===== config.mk =====
export PLATFORM = sky130hd
export DESIGN_NAME = cmd_receiver
export DESIGN_NICKNAME = d
export VERILOG_FILES = /design/src/rtl/cmd_receiver.sv
export SDC_FILE = /design/constraint.sdc
export NUM_CORES = 1
export LEC_CHECK = 0
export ABC_AREA = 1
export BUFFER_PORTS_ARGS = -buffer_cell sky130_fd_sc_hd__buf_2
export CAP_MARGIN = 5
export CORE_ASPECT_RATIO = 0.5
export CORE_MARGIN = 1.5
export CORE_UTILIZATION = 55
export DETAILED_ROUTE_END_ITERATION = 10
export PLACE_DENSITY = 0.84
export SYNTH_ARGS = -nofsm -noshare
export SYNTH_HDL_FRONTEND = slang
export SYNTH_SLANG_ARGS = --single-unit
export TNS_END_PERCENT = 50

===== constraint.sdc =====
create_clock -name clock -period 5.1 [get_ports clock]
set_input_delay 0.255 -clock clock [delete_from_list [all_inputs] [get_ports clock]]
set_output_delay 0.255 -clock clock [all_outputs]
set_load 0.02 [all_outputs]

===== src/rtl/cmd_receiver.sv =====
// Serial command-line receiver: hunts for the sync word, locks to 16-bit frames and
// queues the data bytes (low byte first) in a small FIFO. Define CMD_RX_RELOCK_EN to re-align on misaligned sync words.
module cmd_receiver #(
  parameter logic [15:0] SYNC_WORD  = 16'h817E,
  parameter int unsigned FIFO_DEPTH = 4
) (
  input  logic       clock,
  input  logic       reset,
  input  logic       enable,
  input  logic       cmd_line,
  output logic [7:0] data_out,
  output logic       data_valid,
  input  logic       data_ready,
  output logic       locked,
  output logic       sync_seen,
  output logic       overflow,
  output logic       realign
);

  localparam int unsigned AW = (FIFO_DEPTH > 1) ? $clog2(FIFO_DEPTH) : 1;
  localparam int unsigned CW = AW + 1;
  localparam int unsigned FW = CW + 1;

  typedef enum logic {HUNT, LOCKED} state_t;

  state_t      state, state_nxt;
  logic [15:0] sr;
  logic [3:0]  phase, phase_nxt;
  logic        sync_seen_nxt, overflow_nxt;
  logic        hi_pend, hi_pend_nxt;
  logic [7:0]  hi_byte, hi_byte_nxt;

  logic          push, do_push, pop;
  logic [7:0]    push_data;
  logic [7:0]    mem [FIFO_DEPTH];
  logic [AW-1:0] wr_ptr, rd_ptr;
  logic [CW-1:0] count;
  logic [FW-1:0] free_slots;
  logic          sync_match;

`ifdef CMD_RX_RELOCK_EN
  logic realign_nxt;
`endif

  assign sync_match = (sr == SYNC_WORD);
  assign data_valid = (count != '0);
  assign pop        = data_valid && data_ready;
  assign data_out   = data_valid ? mem[rd_ptr] : 8'h00;
  assign locked     = (state == LOCKED);
  // A pop in the same cycle frees a slot for the incoming frame.
  assign free_slots = FW'(FIFO_DEPTH) - FW'(count) + FW'(pop);

  always_comb begin
    // NOTE: every signal gets a default first so no path leaves one unassigned (no latches).
    state_nxt     = state;
    phase_nxt     = phase;
    sync_seen_nxt = 1'b0;
    overflow_nxt  = overflow;
    hi_pend_nxt   = 1'b0;
    hi_byte_nxt   = hi_byte;
    push          = hi_pend;
    push_data     = hi_byte;
`ifdef CMD_RX_RELOCK_EN
    realign_nxt   = 1'b0;
`endif
    if (!enable) begin
      state_nxt    = HUNT;
      phase_nxt    = 4'd0;
      overflow_nxt = 1'b0;
      push         = 1'b0;
    end else begin
      unique case (state)
        HUNT: begin
          if (sync_match) begin
            state_nxt     = LOCKED;
            phase_nxt     = 4'd0;
            sync_seen_nxt = 1'b1;
          end
        end
        LOCKED: begin
          phase_nxt = phase + 4'd1;
          if (phase == 4'd15) begin
            if (sync_match) begin
              sync_seen_nxt = 1'b1;
            end else if (free_slots < FW'(2)) begin
              overflow_nxt = 1'b1;
            end else begin
              push        = 1'b1;
              push_data   = sr[7:0];
              hi_pend_nxt = 1'b1;
              hi_byte_nxt = sr[15:8];
            end
          end
`ifdef CMD_RX_RELOCK_EN
          else if (sync_match) begin
            phase_nxt     = 4'd0;
            realign_nxt   = 1'b1;
            sync_seen_nxt = 1'b1;
          end
`endif
        end
        default: state_nxt = HUNT;
      endcase
    end
  end

  // NOTE: sequential state uses non-blocking assignments so all registers update together.
  always_ff @(posedge clock or posedge reset) begin
    if (reset) begin
      state     <= HUNT;
      phase     <= 4'd0;
      sr        <= '0;
      sync_seen <= 1'b0;
      overflow  <= 1'b0;
      hi_pend   <= 1'b0;
      hi_byte   <= 8'h00;
    end else begin
      state     <= state_nxt;
      phase     <= phase_nxt;
      sr        <= enable ? {cmd_line, sr[15:1]} : 16'h0000;
      sync_seen <= sync_seen_nxt;
      overflow  <= overflow_nxt;
      hi_pend   <= hi_pend_nxt;
      hi_byte   <= hi_byte_nxt;
    end
  end

`ifdef CMD_RX_RELOCK_EN
  always_ff @(posedge clock or posedge reset) begin
    if (reset) realign <= 1'b0;
    else       realign <= realign_nxt;
  end
`else
  assign realign = 1'b0;
`endif

  // Overflow logic already reserves room; the guard keeps the count in range regardless.
  assign do_push = push && ((count != CW'(FIFO_DEPTH)) || pop);

  always_ff @(posedge clock or posedge reset) begin
    if (reset) begin
      wr_ptr <= '0;
      rd_ptr <= '0;
      count  <= '0;
    end else if (!enable) begin
      wr_ptr <= '0;
      rd_ptr <= '0;
      count  <= '0;
    end else begin
      if (do_push) wr_ptr <= wr_ptr + AW'(1);
      if (pop)     rd_ptr <= rd_ptr + AW'(1);
      unique case ({do_push, pop})
        2'b10:   count <= count + CW'(1);
        2'b01:   count <= count - CW'(1);
        default: count <= count;
      endcase
    end
  end

  // NOTE: storage is not reset; entries are only observed after a push, and data_out is masked when empty.
  always_ff @(posedge clock) begin
    if (do_push) mem[wr_ptr] <= push_data;
  end

endmodule


==> impl_metrics.ini, run 1 <==
[run_status]
status = finished, final reports clean

[yosys]
ys_top_cells_by_count = nand2_1, nor2_1, dfrtp_1
ys_warn_count = 0
synth_flop_cell = dfrtp_1
yosysTopAreaCell = dfrtp_1
synthCells = 323
synth_most_common_cell = nand2_1
synth-seq-area-share_pct = 61.8
ys_seq_elements = 71
synth_edf_count = 32
synth.distinct_cells = 27
avgSynthCellArea_um2 = 9.70
synth_top_cell_area_share_pct = 31.2
synth_area_leaders = dfrtp_1, edfxtp_1, nand2_1, nor2_1, inv_1
syn-num-nets = 335
syn_area_um2 = 3130
async_flop_share_pct = 54.9

[pwr]
power_density_nw_per_um2 = 442
leakagePower_nw = 1.68
p_sw_w = 0.000483
swShare_pct = 30.8
vdd_drop_max_v = 0.000269
power_frac_comb_pct = 21.1
seqPwrFrac_pct = 40.9
pwr-share-clk_pct = 38.0
p_int_w = 0.00108

[clock_network]
cts_setup_buffers = 0
clock_sinks = 71
insertion_delay_ns = 0.33
postCtsHoldBufs = 0
cts_buffer_depth = 2
htree_levels = 3
ctsResizeCount = 0
clk_pin_slew_ns = 0.05
cts_root_buffer = clkbuf_16
cts_tree = yes
cts_made_buffers = 9

[sta]
rsz0062_at_grt = no
tns_ns = 0
finalCriticalPeriod_ns = 2.42
period_share_pct = 47.4
maxSlewHeadroom_pct = 56.7
hold_viol_final = 0
fmax_ghz = 0.413
slew_viol_final = 0
report.final.setup_viol = 0
fin_worst_skew_ns = 0.00289
tightest_slew_ns = 0.648

[die]
io_pins = 18
coreArea_um2 = 5490
rows = 19
die_x_um = 110
die-height_um = 56.4
fp.dieArea_um2 = 6180
initial_core_util_pct = 57.0

[final_layout]
fin_area_um2 = 3550
areaGrowthSynthToFinish_pct = 13.2
antenna_cells = 0
nets = 353
drive_gt1_share_pct = 15.3

[worst_setup_path]
r2r-end = count[2]
slowest_delay_ns = 0.44
rrSetupSlack_ns = 2.68
reg2reg_from = count[1]
path_class = reg -> reg
crit_chain = inv_1 -> ha_1 -> nor2_1 -> nor2_1 -> nand2_2 -> nand3_4 -> nand3_2 -> inv_1 -> fa_1 -> xnor2_1 -> inv_1 -> nand2_1 -> nand2_1 -> nand3_2 -> nand2_1
r2r_cells = 15
critPathArrivalTime_ns = 2.64
crit_path_start_kind = flop
crit_path_end = count[2]
crit_required_ns = 5.32
cp_slowest_cell = dfrtp_1
crit_start = count[1]
cp_max_fo = 14
cp-end-kind = flop

[worst_hold_path]
worstHoldPathType = in -> async

[detailed_routing]
drc_errors = 0
drt_iter0_markers = 206
detail-route-antenna-nets = 0
vias_per_cell = 5.17
wire_per_inst_um = 14.2
dr.pass1.iters = 4
dr_total_vias = 2167
routed_wl_um = 5970

[global_routing]
grt_max_degree = 40
grt_pass1_wl_um = 9670
antenna_found_initial = 0
grt-ovfl-total = 0
grt_usage_pct = 21.4
first_global_vias = 2039

[place]
placement.cell_area_um2 = 3260
port_buffers = 16
post-dp-hpwl_um = 4150
gp_congestion = 0.795

[run]
maxCapViolations = 0
logic make-up (layout without fill, tap and decap cells):
group	Yosys count	after routing	share of synthesized area, %
and+or+nand+nor	150	150	21.2
DFF	71	71	61.8
buffers and inverters	54	77	6.99
AOI/OAI and AO/OA	37	37	5.99
adders and majority gates	7	7	3.04
xor gates and xnor gates	3	3	0.839
other	1	1	0.120
per-stage QoR:
step,utilization (%),hold slack (ns),worst slack [ns],std cells,total power (W)
finish,64.6,0.0381,2.68,419,0.00157
global route,64.6,0.0858,2.51,419,0.00163
CTS,64.6,0.0525,2.68,419,0.00157
detailed placement,59.3,0.402,2.51,403,0.000980
global placement,59.3,0.392,2.64,403,0.000967
floorplan,-,0.359,3.04,323,0.000887
cell type report:
type / count / area (um^2)
flip-flops and latches: 71 / 1940
inverters: 44 / 165
well taps: 73 / 91.3
fillers: 415 / 1950
multi-input cells: 198 / 976
repair buffers: 17 / 87.6
clock buffers: 9 / 225
clock inverters: 7 / 63.8
power by group through the flow:
stage / combinational, W / sequential [W] / clock [W]
2_1_floorplan: 0.000255 / 0.000632 / 0
3_3_place_gp: 0.000318 / 0.000649 / 0
3_5_place_dp: 0.000330 / 0.000651 / 0
4_1_cts: 0.000332 / 0.000641 / 0.000602
5_1_grt: 0.000361 / 0.000644 / 0.000626
6_report: 0.000331 / 0.000641 / 0.000595
worst min-delay path by stage:
| stage | cells after the start | slack (ns) | to |
|---|---|---|---|
| after floorplan | 2 | 0.36 | sr[15] |
| after global placement | 3 | 0.39 | sync_seen |
| after detailed placement | 3 | 0.40 | sync_seen |
| after CTS | 3 | 0.05 | sync_seen |
| after global routing | 3 | 0.09 | sr[10] |
| final | 3 | 0.04 | sync_seen |
worst max-delay path: cells and delay by family (launching register included):
family	cells	cell delay [ns]
buffers and inverters	3	0.22
and+or+nand+nor	9	0.83
xor gates and xnor gates	1	0.20
DFF	1	0.44
adders and majority gates	2	0.62
flip-flops by register name, summed over array words and instances (netlist names):
signal	cells
count	3
hi_byte	8
hi_pend	1
locked	1
mem	32
overflow	1
phase	4
rd_ptr	2
sr	16
sync_seen	1
wr_ptr	2
metal layers:
layer  vias to the layer above  wire length (um)  GRT usage [%]
met5                         -                 0              0
met4                         0                64           7.05
met3                         7               306           6.85
met2                        57              2910           34.2
met1                      1046              2680           27.8
li1                       1057                 -              -
cells in the final DEF (no fill, tap or decap):
cell,synthesis,routed
buf_2,4,16
ha_1,6,6
inv_2,8,8
o22ai_1,2,2
o21ai_1,2,2
nand3b_1,1,1
bufinv_16,0,1
o21ai_0,21,21
xnor2_1,2,2
inv_1,35,35
edfxtp_1,32,32
a21oi_1,12,12
buf_4,3,1
nand2_4,1,1
xor2_1,1,1
nor2_1,47,47
fa_1,1,1
nand3_2,4,4
nor2_2,4,4
nand2_1,75,75
nand3_1,11,11
dfrtp_1,39,39
clkinv_1,1,4
clkbuf_16,0,9
nand2_2,4,4
nand3_4,2,2
nand4_1,1,1
conb_1,1,1
clkinvlp_4,0,3
No activity file was read; power rests on OpenSTA's default activity.
==> run 2: changes to the inputs <==
--- a/config.mk
+++ b/config.mk
@@ -10,9 +10,9 @@
 export CAP_MARGIN = 5
 export CORE_ASPECT_RATIO = 0.5
 export CORE_MARGIN = 1.5
-export CORE_UTILIZATION = 55
+export CORE_UTILIZATION = 54
 export DETAILED_ROUTE_END_ITERATION = 10
-export PLACE_DENSITY = 0.84
+export PLACE_DENSITY = 0.86
 export SYNTH_ARGS = -nofsm -noshare
 export SYNTH_HDL_FRONTEND = slang
 export SYNTH_SLANG_ARGS = --single-unit
==> constraint.sdc (replaced) <==
create_clock -name clock -period 2.1 [get_ports clock]
set_input_delay 0.105 -clock clock [delete_from_list [all_inputs] [get_ports clock]]
set_output_delay 0.105 -clock clock [all_outputs]
set_load 0.02 [all_outputs]
==> run 2 against run 1 <==
  * The flow now finishes with violations (negative setup slack)
  * Cell count increased by 4.5%
  * Clock skew grew 0.0035 ns
  * Cell area increased by 5.4%
  * Sequential power increased by 140%
  * Core utilization rose by 2.9 points
  * Non-clock buffer count increased by 19
==> impl_metrics.ini, run 2 (synthesis gave the netlist of run 1 again) <==
[final_layout]
fin_area_um2 = 3740
largest_reg_flops = 32
drive_gt1_share_pct = 24.1
areaGrowthSynthToFinish_pct = 19.4
nets = 372
antenna_cells = 0
regMostFlops = mem
layout_commonest_cell = nand2_1
reg_top3 = mem (32), sr (16), hi_byte (8)
layout_common_cells = nand2_1, nor2_1, dfrtp_1, inv_1, edfxtp_1
nFillCells = 350

[pwr]
p_int_w = 0.00267
power_frac_comb_pct = 27.2
vdd_drop_max_v = 0.000666
swShare_pct = 33.1
leakagePower_nw = 1.77
power_density_nw_per_um2 = 1070
seqPwrFrac_pct = 39.0
p_sw_w = 0.00132
pwr-share-clk_pct = 33.9

[die]
io_pins = 18
die_x_um = 111
initial_core_util_pct = 56.5
die-height_um = 56.9
fp.dieArea_um2 = 6290
rows = 19
coreArea_um2 = 5540

[detailed_routing]
drt_iter0_markers = 300
wire_per_inst_um = 16.1
drc_errors = 0
routed_wl_um = 7070
detail-route-antenna-nets = 0
dr_total_vias = 2374
dr.pass1.iters = 6
vias_per_cell = 5.42

[worst_setup_path]
reg2reg_from = count[2]
critPathArrivalTime_ns = 2.40
cp-end-kind = flop
crit_start = count[2]
rrSetupSlack_ns = -0.04
r2r-end = count[2]
path_class = reg -> reg
crit_required_ns = 2.36
r2r_cells = 14
cp_max_fo = 4
crit_path_start_kind = flop
crit_path_end = count[2]

[clock_network]
clock_sinks = 71
cts_root_buffer = clkbuf_16
insertion_delay_ns = 0.33
cts_buffer_depth = 2
clk_pin_slew_ns = 0.06
htree_levels = 3
cts_made_buffers = 9
cts_tree = yes

[sta]
fmax_ghz = 0.467
report.final.setup_viol = 1
period_share_pct = 102
finalCriticalPeriod_ns = 2.14
slew_viol_final = 0
hold_viol_final = 0
maxSlewHeadroom_pct = 61.5
tns_ns = -0.0411
timing.final.ws_setup_ns = -0.0411
tightest_slew_ns = 0.578
fin_worst_skew_ns = 0.00634

[place]
gp_congestion = 0.848
placement.cell_area_um2 = 3330
post-dp-hpwl_um = 4020
port_buffers = 16

[run]
maxCapViolations = 0

[worst_hold_path]
hold_path_depth = 3
worstHoldPathType = in -> reg

[global_routing]
first_global_vias = 2302
grt-ovfl-total = 0
antenna_found_initial = 0
grt_usage_pct = 22.8
grt_max_degree = 40
grt_pass1_wl_um = 11000

[run_status]
status = complete, but fails checks
violations = negative setup slack
run 2: cell count changes in the layout (fill, tap and decap cells not counted), sizes merged, moves of 2 or more:
cell,previous run,this run
buf,17,34
dlygate4sd3,0,2
clkinv,4,6
clkinvlp,3,0
run 2: power by group through the flow:
| stage | logic, W | registers, W | clock network (W) |
|---|---|---|---|
| 2_1_floorplan | 0.000619 | 0.00154 | 0 |
| 3_3_place_gp | 0.000835 | 0.00156 | 0 |
| 3_5_place_dp | 0.000879 | 0.00157 | 0 |
| 4_1_cts | 0.000923 | 0.00154 | 0.00135 |
| 5_1_grt | 0.00117 | 0.00156 | 0.00142 |
| 6_report | 0.00108 | 0.00155 | 0.00135 |
run 2: per-stage QoR:
| stage | std cells | hold WS [ns] | worst slack, ns | utilization [%] | power, W |
|---|---|---|---|---|---|
| finish | 438 | 0.186 | -0.0411 | 67.5 | 0.00399 |
| global route | 438 | 0.176 | -0.141 | 67.5 | 0.00416 |
| CTS | 433 | 0.143 | 0.0150 | 65.9 | 0.00381 |
| detailed placement | 413 | 0.240 | -0.0865 | 60.2 | 0.00245 |
| global placement | 413 | 0.241 | 0.0869 | 60.2 | 0.00240 |
| floorplan | 323 | 0.209 | 0.0367 | - | 0.00215 |
run 2: metal layers:
| layer | wire, um | GRT usage [%] | vias up | share of wire [%] |
|---|---|---|---|---|
| li1 | - | - | 1097 | - |
| met1 | 2760 | 27.8 | 1113 | 39 |
| met2 | 3380 | 38.9 | 131 | 48 |
| met3 | 646 | 6.37 | 33 | 9.1 |
| met4 | 285 | 9.52 | 0 | 4.0 |
| met5 | 0 | 0 | - | 0 |
run 2: cell type report:
type	instances	area, um^2	area share [%]
flip-flops and latches	71	1940	51.8
multi-input cells	198	1040	27.9
clock inverters	6	36.3	0.971
repair buffers	36	235	6.29
clock buffers	10	229	6.12
inverters	44	165	4.42
well taps	73	91.3	2.44
run 2: worst max-delay path: stages, from the launching register on:
cell and delay [ns]:
dfrtp_2 0.47, inv_2 0.10, nor2_2 0.05, nand2_1 0.05, nand2_1 0.06, nand2_2 0.10, nand3_4 0.08, nand3_4 0.08
inv_2 0.05, fa_2 0.38, xnor2_2 0.18, nand4_1 0.18, nand2_2 0.14, nand3_2 0.07, nand2_1 0.09
run 2: worst min path at each step:
stage | slack (ns) | end | startpoint
4_1_cts | 0.14 | locked | enable
2_1_floorplan | 0.21 | sr[15] | cmd_line
6_report | 0.19 | locked | enable
3_5_place_dp | 0.24 | sync_seen | reset
3_3_place_gp | 0.24 | sync_seen | reset
5_1_grt | 0.18 | locked | enable
run 2: what timing repair did:
item / 4_1_cts / 5_1_grt
setup buffers: 2 / 5
gates resized for setup: 4 / 17
pin swaps: 3 / 14
endpoints found under the hold margin: 40 / 0
hold buffers: 2 / 0
endpoints found under the setup margin: 1 / 42
